### config.mk
export PLATFORM = sky130hd
export DESIGN_NAME = key_event_queue_flat
export DESIGN_NICKNAME = d
export VERILOG_FILES = /design/src/rtl/key_event_queue_pkg.sv /design/src/rtl/key_event_queue_if.sv /design/src/rtl/key_event_queue_debounce.sv /design/src/rtl/key_event_queue.sv /design/src/flat_wrapper.sv
export SDC_FILE = /design/constraint.sdc
export NUM_CORES = 1
export LEC_CHECK = 0
export ABC_AREA = 1
export CAP_MARGIN = 10
export CORE_MARGIN = 1.5
export CORE_UTILIZATION = 60
export DETAILED_ROUTE_END_ITERATION = 10
export HOLD_SLACK_MARGIN = 0.12
export PLACE_DENSITY_LB_ADDON = 0.3
export SKIP_CTS_REPAIR_TIMING = 1
export SLEW_MARGIN = 30
export SYNTH_ARGS = -nofsm -noshare
export SYNTH_HDL_FRONTEND = slang
export SYNTH_SLANG_ARGS = --single-unit
### constraint.sdc
create_clock -name clk -period 2.7 [get_ports clk]
set_input_delay 0.54 -clock clk [delete_from_list [all_inputs] [get_ports clk]]
set_output_delay 0.54 -clock clk [all_outputs]
set_load 0.01 [all_outputs]
### src/rtl/key_event_queue_pkg.sv
// Shared types and defaults for the key event front end.
// Optional feature macro used by the top level: KEY_AUTOREPEAT_EN.
package key_event_pkg;

    localparam int N_KEYS_DEF          = 10;
    localparam int DEBOUNCE_CYCLES_DEF = 16;
    localparam int FIFO_DEPTH_DEF      = 4;
    localparam int REPEAT_DELAY_DEF    = 64;
    localparam int REPEAT_PERIOD_DEF   = 16;

    // Stored code field is sized for up to 256 keys; the port carries only KEY_W bits.
    localparam int CODE_MAX_W = 8;

    typedef struct packed {
        logic                  shift;
        logic [CODE_MAX_W-1:0] code;
    } key_event_t;

    function automatic int key_w(input int n_keys);
        return (n_keys <= 1) ? 1 : $clog2(n_keys);
    endfunction

endpackage

### src/rtl/key_event_queue_if.sv
// Valid/ready event stream from the key front end to the calculator core.
interface key_event_queue_if #(
    parameter int KEY_W = 4
);
    logic             ev_valid;
    logic             ev_ready;
    logic [KEY_W-1:0] ev_code;
    logic             ev_shift;

    modport master (output ev_valid, output ev_code, output ev_shift, input  ev_ready);
    modport slave  (input  ev_valid, input  ev_code, input  ev_shift, output ev_ready);
endinterface

### src/rtl/key_event_queue_debounce.sv
// One switch: 2-flop synchroniser, stability counter and a one-cycle press pulse.
module key_debounce #(
    parameter int DEBOUNCE_CYCLES = 16
) (
    input  logic clk,
    input  logic rst,
    input  logic raw_i,
    output logic level_o,
    output logic rise_o
);
    localparam int CNT_W = $clog2(DEBOUNCE_CYCLES + 1);

    logic             sync1_q, sync2_q;
    logic             state_q, state_d;
    logic             rise_q, rise_d;
    logic [CNT_W-1:0] cnt_q, cnt_d;

    // NOTE: every variable gets a default before any branch, so no latch is inferred.
    always_comb begin
        cnt_d   = '0;
        state_d = state_q;
        rise_d  = 1'b0;
        if (sync2_q != state_q) begin
            if (cnt_q == CNT_W'(DEBOUNCE_CYCLES)) begin
                state_d = sync2_q;
                rise_d  = sync2_q;
            end else begin
                cnt_d = cnt_q + 1'b1;
            end
        end
    end

    // NOTE: state registers use non-blocking assignments so all flops update together.
    always_ff @(posedge clk) begin
        if (rst) begin
            sync1_q <= 1'b0;
            sync2_q <= 1'b0;
            state_q <= 1'b0;
            rise_q  <= 1'b0;
            cnt_q   <= '0;
        end else begin
            sync1_q <= raw_i;
            sync2_q <= sync1_q;
            state_q <= state_d;
            rise_q  <= rise_d;
            cnt_q   <= cnt_d;
        end
    end

    assign level_o = state_q;
    assign rise_o  = rise_q;
endmodule

### src/rtl/key_event_queue.sv
// Key front end: debounce, lowest-index pick, one-shot shift and event FIFO.
// Define KEY_AUTOREPEAT_EN to build the auto-repeat generator.
module key_event_queue
    import key_event_pkg::*;
#(
    parameter int N_KEYS          = N_KEYS_DEF,
    parameter int DEBOUNCE_CYCLES = DEBOUNCE_CYCLES_DEF,
    parameter int FIFO_DEPTH      = FIFO_DEPTH_DEF,
    parameter int REPEAT_DELAY    = REPEAT_DELAY_DEF,
    parameter int REPEAT_PERIOD   = REPEAT_PERIOD_DEF
) (
    input  logic              clk,
    input  logic              rst,
    input  logic [N_KEYS-1:0] key_in,
    input  logic              sht_in,
    key_event_queue_if.master ev,
    output logic              shift_armed,
    output logic              fifo_full,
    output logic              dropped
);
    localparam int KEY_W = key_w(N_KEYS);
    localparam int PTR_W = $clog2(FIFO_DEPTH);

    logic [N_KEYS-1:0] key_level, key_rise;
    logic              sht_level, sht_rise;

    for (genvar i = 0; i < N_KEYS; i++) begin : g_key
        key_debounce #(.DEBOUNCE_CYCLES(DEBOUNCE_CYCLES)) u_db (
            .clk(clk), .rst(rst), .raw_i(key_in[i]),
            .level_o(key_level[i]), .rise_o(key_rise[i])
        );
    end

    key_debounce #(.DEBOUNCE_CYCLES(DEBOUNCE_CYCLES)) u_db_shift (
        .clk(clk), .rst(rst), .raw_i(sht_in), .level_o(sht_level), .rise_o(sht_rise)
    );

    logic [KEY_W-1:0] pick_code;
    logic             any_press, multi_press;

    always_comb begin
        pick_code = '0;
        for (int i = N_KEYS - 1; i >= 0; i--) begin
            if (key_rise[i]) pick_code = KEY_W'(i);
        end
    end

    assign any_press   = |key_rise;
    assign multi_press = (key_rise & (key_rise - N_KEYS'(1))) != '0;

`ifdef KEY_AUTOREPEAT_EN
    localparam int RCNT_W = $clog2(REPEAT_DELAY + 1);

    logic [KEY_W-1:0]  rep_code, rep_code_q;
    logic              rep_held, rep_held_q, rep_new, rep_fire;
    logic [RCNT_W-1:0] rep_cnt_q, rep_cnt_d;

    always_comb begin
        rep_code = '0;
        for (int i = N_KEYS - 1; i >= 0; i--) begin
            if (key_level[i]) rep_code = KEY_W'(i);
        end
    end

    assign rep_held = |key_level;
    assign rep_new  = !rep_held_q || (rep_code_q != rep_code);
    assign rep_fire = rep_held && !rep_new && (rep_cnt_q == RCNT_W'(REPEAT_DELAY));

    // Counter tracks cycles since the held key went high; after a repeat it is
    // rewound so the next match lands REPEAT_PERIOD cycles later.
    always_comb begin
        rep_cnt_d = rep_cnt_q + 1'b1;
        if (!rep_held)     rep_cnt_d = '0;
        else if (rep_new)  rep_cnt_d = RCNT_W'(1);
        else if (rep_fire) rep_cnt_d = RCNT_W'(REPEAT_DELAY - REPEAT_PERIOD + 1);
    end

    always_ff @(posedge clk) begin
        if (rst) begin
            rep_held_q <= 1'b0;
            rep_code_q <= '0;
            rep_cnt_q  <= '0;
        end else begin
            rep_held_q <= rep_held;
            rep_code_q <= rep_code;
            rep_cnt_q  <= rep_cnt_d;
        end
    end
`endif

    logic                 shift_armed_q, shift_armed_d, shift_now;
    logic                 dropped_q, dropped_d;
    logic                 push_req, push_ok, pop;
    key_event_t           push_ev, head;
    logic [PTR_W:0]       count_q, count_d;
    logic [PTR_W-1:0]     wr_ptr_q, rd_ptr_q;
    key_event_t           mem [FIFO_DEPTH];

    assign pop       = ev.ev_valid && ev.ev_ready;
    assign shift_now = shift_armed_q ^ sht_rise;

    // A shift press in the same cycle as a key press is applied before the key.
    always_comb begin
        push_req      = 1'b0;
        push_ev       = '0;
        shift_armed_d = shift_now;
        dropped_d     = dropped_q;
        if (any_press) begin
            push_req      = 1'b1;
            push_ev.shift = shift_now;
            push_ev.code  = CODE_MAX_W'(pick_code);
            shift_armed_d = 1'b0;
            if (multi_press) dropped_d = 1'b1;
        end
`ifdef KEY_AUTOREPEAT_EN
        else if (rep_fire) begin
            push_req     = 1'b1;
            push_ev.code = CODE_MAX_W'(rep_code);
        end
`endif
        push_ok = push_req && (!fifo_full || pop);
        if (push_req && !push_ok) dropped_d = 1'b1;
        count_d = count_q + (PTR_W+1)'(push_ok) - (PTR_W+1)'(pop);
    end

    always_ff @(posedge clk) begin
        if (rst) begin
            shift_armed_q <= 1'b0;
            dropped_q     <= 1'b0;
            count_q       <= '0;
            wr_ptr_q      <= '0;
            rd_ptr_q      <= '0;
        end else begin
            shift_armed_q <= shift_armed_d;
            dropped_q     <= dropped_d;
            count_q       <= count_d;
            if (push_ok) wr_ptr_q <= wr_ptr_q + 1'b1;
            if (pop)     rd_ptr_q <= rd_ptr_q + 1'b1;
        end
    end

    // NOTE: storage is deliberately not reset; the pointers and count decide what is valid.
    always_ff @(posedge clk) begin
        if (push_ok) mem[wr_ptr_q] <= push_ev;
    end

    assign head        = mem[rd_ptr_q];
    assign ev.ev_valid = (count_q != '0);
    assign ev.ev_code  = ev.ev_valid ? head.code[KEY_W-1:0] : '0;
    assign ev.ev_shift = ev.ev_valid & head.shift;
    assign fifo_full   = (count_q == (PTR_W+1)'(FIFO_DEPTH));
    assign shift_armed = shift_armed_q;
    assign dropped     = dropped_q;

    logic cfg_unused;
`ifdef KEY_AUTOREPEAT_EN
    assign cfg_unused = ^{sht_level, head.code};
`else
    localparam int REPEAT_CFG_UNUSED = REPEAT_DELAY + REPEAT_PERIOD;
    assign cfg_unused = ^{sht_level, key_level, head.code};
`endif
endmodule

### src/flat_wrapper.sv
// flat-port wrapper written by rule: the top's interface ports become plain ports
module key_event_queue_flat import key_event_pkg::*;
#(
    parameter int N_KEYS          = N_KEYS_DEF,
    parameter int DEBOUNCE_CYCLES = DEBOUNCE_CYCLES_DEF,
    parameter int FIFO_DEPTH      = FIFO_DEPTH_DEF,
    parameter int REPEAT_DELAY    = REPEAT_DELAY_DEF,
    parameter int REPEAT_PERIOD   = REPEAT_PERIOD_DEF
)
  (clk, rst, key_in, sht_in, shift_armed, fifo_full, dropped, ev_ev_valid, ev_ev_code, ev_ev_shift, ev_ev_ready);
  key_event_queue_if #(.KEY_W((4))) ev_i ();
  input  logic clk;
  input  logic rst;
  input  logic [N_KEYS-1:0] key_in;
  input  logic sht_in;
  output logic shift_armed;
  output logic fifo_full;
  output logic dropped;
  output wire logic [$bits(ev_i.ev_valid)-1:0] ev_ev_valid;
  output wire logic [$bits(ev_i.ev_code)-1:0] ev_ev_code;
  output wire logic [$bits(ev_i.ev_shift)-1:0] ev_ev_shift;
  input wire logic [$bits(ev_i.ev_ready)-1:0] ev_ev_ready;
  assign ev_ev_valid = ev_i.ev_valid;
  assign ev_ev_code = ev_i.ev_code;
  assign ev_ev_shift = ev_i.ev_shift;
  assign ev_i.ev_ready = ev_ev_ready;
  key_event_queue #(.N_KEYS(N_KEYS), .DEBOUNCE_CYCLES(DEBOUNCE_CYCLES), .FIFO_DEPTH(FIFO_DEPTH), .REPEAT_DELAY(REPEAT_DELAY), .REPEAT_PERIOD(REPEAT_PERIOD)) u_core (.clk(clk), .rst(rst), .key_in(key_in), .sht_in(sht_in), .ev(ev_i), .shift_armed(shift_armed), .fifo_full(fifo_full), .dropped(dropped));
endmodule
==> results.json <==
{
  "core.rowCount": 34,
  "leakagePower_nw": 2.517,
  "outcome": "finished, final reports clean",
  "via_count_of_the_first_global_routing_pass": 3786,
  "antenna_found_initial": 0,
  "post_route_cells_drive_above_1_share_pct": 8.716,
  "globalRoute.totalOverflow": 0,
  "maxClockFrequency_mhz": 399.9,
  "clk-insertion-delay-late_ns": 0.51,
  "finalMaxSlewViolations": 0,
  "final_hold_viol_count": 0,
  "route.detailed.wl_per_inst_um": 11.49,
  "path_clk_slew_ns": 0.06,
  "cts_root_buf": "sky130_fd_sc_hd__clkbuf_8",
  "global_route.peak_usage_layer": "met2",
  "timing.slew.headroom_pct": 63.34,
  "synth.yosys.warnings": 0,
  "final.hold.worst_slack_ns": 0.4035,
  "timing.critical_path.arrival_ns": 1.96,
  "post-layout-total-power_w": 0.004721,
  "cp_data_required_time_ns": 2.16,
  "class_of_the_tightest_hold_or_removal_check": "flop to flop",
  "clkSinkCount": 130,
  "total_drc_errors_in_the_routed_layout": 0,
  "drt-vias-per-instance": 4.983,
  "cell_area_after_synthesis_um2": 5274,
  "die_height_um": 96.76,
  "grt_met2_use_pct": 35.93,
  "met3_resource_use_gr_pct": 6.720,
  "synth_nets": 648,
  "ir_drop_mv": 0.5172,
  "grt_util_met1_pct": 22.87,
  "io-pin-count": 23,
  "ant_nets": 0,
  "cts-htree-levels": 4,
  "grt_setup_unrepaired": "no",
  "cts-root-to-sink-buffers": 2,
  "cts_made_buffers": 17,
  "setup_tns_ns": 0,
  "routed_wl_mm": 8.756,
  "crit_path_end_kind": "primary output",
  "fin_skew_ns": 0.005862,
  "grt_start_max_net_pins": 55,
  "grtUsageTotal_pct": 20.51,
  "ys_seq_area_share_pct": 53.14,
  "die_span_x_um": 96.76,
  "max_cap_viol_count": 0,
  "min_period_over_period_pct": 92.63,
  "fillerInstances": 608,
  "postSynthAreaPerCell_um2": 8.703,
  "synth_enable_flop_cells": 20,
  "power_density_nw_per_um2": 765.1,
  "synthCells": 606,
  "design.final.nets": 683,
  "utilization_after_layout_pct": 71.46,
  "antenna_cells": 0,
  "layout.area.seq_um2": 2805,
  "tritoncts": "yes",
  "dp_hpwl_mm": 5.910,
  "core-area_um2": 8636,
  "dr.first_iter.drc_count": 131,
  "initial_core_util_pct": 61.07,
  "timing_worst_setup_path_type": "flop to primary output",
  "port_buffers": 22,
  "design.die.area_um2": 9362,
  "dr_total_vias": 3797,
  "worst_margin_slew_ns": 0.5499,
  "fin_crit_ns": 2.501,
  "multi_input_area_um2": 2100,
  "detailedPlace.worstSlack_ns": 0.2247,
  "finalSetupViolCount": 0,
  "cp_max_fo": 11,
  "flow.area_growth_from_synthesis_pct": 17.01,
  "ys_dominant_reg_cell": "sky130_fd_sc_hd__dfxtp_1",
  "detailedRoute.firstPassIterationCount": 4,
  "place_congestion": 0.8015,
  "crit_path_start_kind": "flop",
  "postLayoutSetupSlackWorst_ns": 0.1991,
  "synth_async_sr_flop_share_pct": 0,
  "synth_seq_cells": 130,
  "grt_pass1_wl_mm": 15.57,
  "synth.distinct_cells": 29
}
==> cell families after synthesis <==
| logic type | after synthesis | synth area share [%] |
|---|---|---|
| and+or+nand+nor | 258 | 20.93 |
| xor gates and xnor gates | 39 | 6.477 |
| buffers and inverters | 96 | 7.046 |
| DFF | 130 | 53.14 |
| adders and majority gates | 28 | 6.785 |
| AOI/OAI and AO/OA | 55 | 5.623 |
==> cell type report <==
cell class | instances | area share [%]
sequential | 130 | 45.46
multi-input combinational | 380 | 34.02
clock buffer | 19 | 7.157
inverter | 89 | 5.414
timing repair buffer | 23 | 3.609
tap | 108 | 2.190
clock inverter | 13 | 2.149
==> through the flow <==
| step | std cells | area [um^2] |
|---|---|---|
| 6_report | 762 | 6171 |
| 5_1_grt | 762 | 6171 |
| 4_1_cts | 762 | 6168 |
| 3_5_place_dp | 730 | 5594 |
| 3_3_place_gp | 730 | 5594 |
| 2_1_floorplan | 606 | 5274 |
==> final timing paths <==
kind	end	startpoint	cells past startpoint	slack, ns
min	u_core.g_key[9].u_db.sync2_q	u_core.g_key[9].u_db.sync1_q	2	0.40
max reg2reg	u_core.count_q[2]	u_core.g_key[5].u_db.rise_o	12	0.49
max	ev_ev_code[0]	flop	4	0.20
min reg2reg	u_core.g_key[9].u_db.sync2_q	u_core.g_key[9].u_db.sync1_q	2	0.40
==> synth_stat cells, types with 2 or more instances <==
master	number	area, um^2
sky130_fd_sc_hd__edfxtp_1	20	600.6
sky130_fd_sc_hd__ha_1	27	337.8
sky130_fd_sc_hd__o21ai_0	21	105.1
sky130_fd_sc_hd__inv_2	3	11.26
sky130_fd_sc_hd__nor3_1	14	70.07
sky130_fd_sc_hd__nor2_2	4	25.02
sky130_fd_sc_hd__xor2_1	29	254.0
sky130_fd_sc_hd__buf_1	2	7.510
sky130_fd_sc_hd__nor2_1	130	488.0
sky130_fd_sc_hd__xnor2_1	10	87.58
sky130_fd_sc_hd__nand2_1	61	229.0
sky130_fd_sc_hd__nor4_1	3	18.77
sky130_fd_sc_hd__a21oi_1	28	140.1
sky130_fd_sc_hd__inv_1	85	319.1
sky130_fd_sc_hd__nand3_1	37	185.2
sky130_fd_sc_hd__or2_2	4	25.02
sky130_fd_sc_hd__nor2_4	2	22.52
sky130_fd_sc_hd__buf_2	3	15.01
sky130_fd_sc_hd__dfxtp_1	110	2202
sky130_fd_sc_hd__a21oi_2	2	17.52
sky130_fd_sc_hd__o21ai_2	3	26.28
==> placed cells by master, fill, tap and decap left out, drive strengths merged, types with 5 or more instances in the layout <==
cell type and instances:
clkdlybuf4s50 21, inv 91, nor3 15, nand3 37, dfxtp 110, clkbuf 19, a21oi 30, o21ai 24
xnor2 10, nor2 136, nand2 62, xor2 29, ha 27, edfxtp 20, clkinv 5
==> critical path, cell delays in order, from the launching register on <==
cell	delay, ns
sky130_fd_sc_hd__dfxtp_2	0.43
sky130_fd_sc_hd__inv_1	0.16
sky130_fd_sc_hd__o21ai_0	0.27
sky130_fd_sc_hd__a21oi_1	0.10
sky130_fd_sc_hd__clkdlybuf4s50_1	0.49
==> flip-flops by register name, summed over array words and instances, names as in the netlist, 2 cells and up, named ones only <==
name	flops
u_core.count_q	3
u_core.g_key.u_db.cnt_q	50
u_core.g_key.u_db.level_o	10
u_core.g_key.u_db.rise_o	10
u_core.g_key.u_db.sync1_q	10
u_core.g_key.u_db.sync2_q	10
u_core.mem	20
u_core.rd_ptr_q	2
u_core.u_db_shift.cnt_q	5
u_core.wr_ptr_q	2
==> routing by layer <==
| layer | wire (um) | vias to the layer above |
|---|---|---|
| li1 | - | 1964 |
| met1 | 3827 | 1752 |
| met2 | 4520 | 72 |
| met3 | 315 | 9 |
| met4 | 93 | 0 |
| met5 | 0 | - |
==> report_power, final <==
group / internal (W) / switching [W]
combinational: 0.000217 / 0.000248
sequential: 0.00202 / 0.0000663
clock: 0.00136 / 0.000815
total: 0.00359 / 0.00113
(Power assumes the default switching activity.)
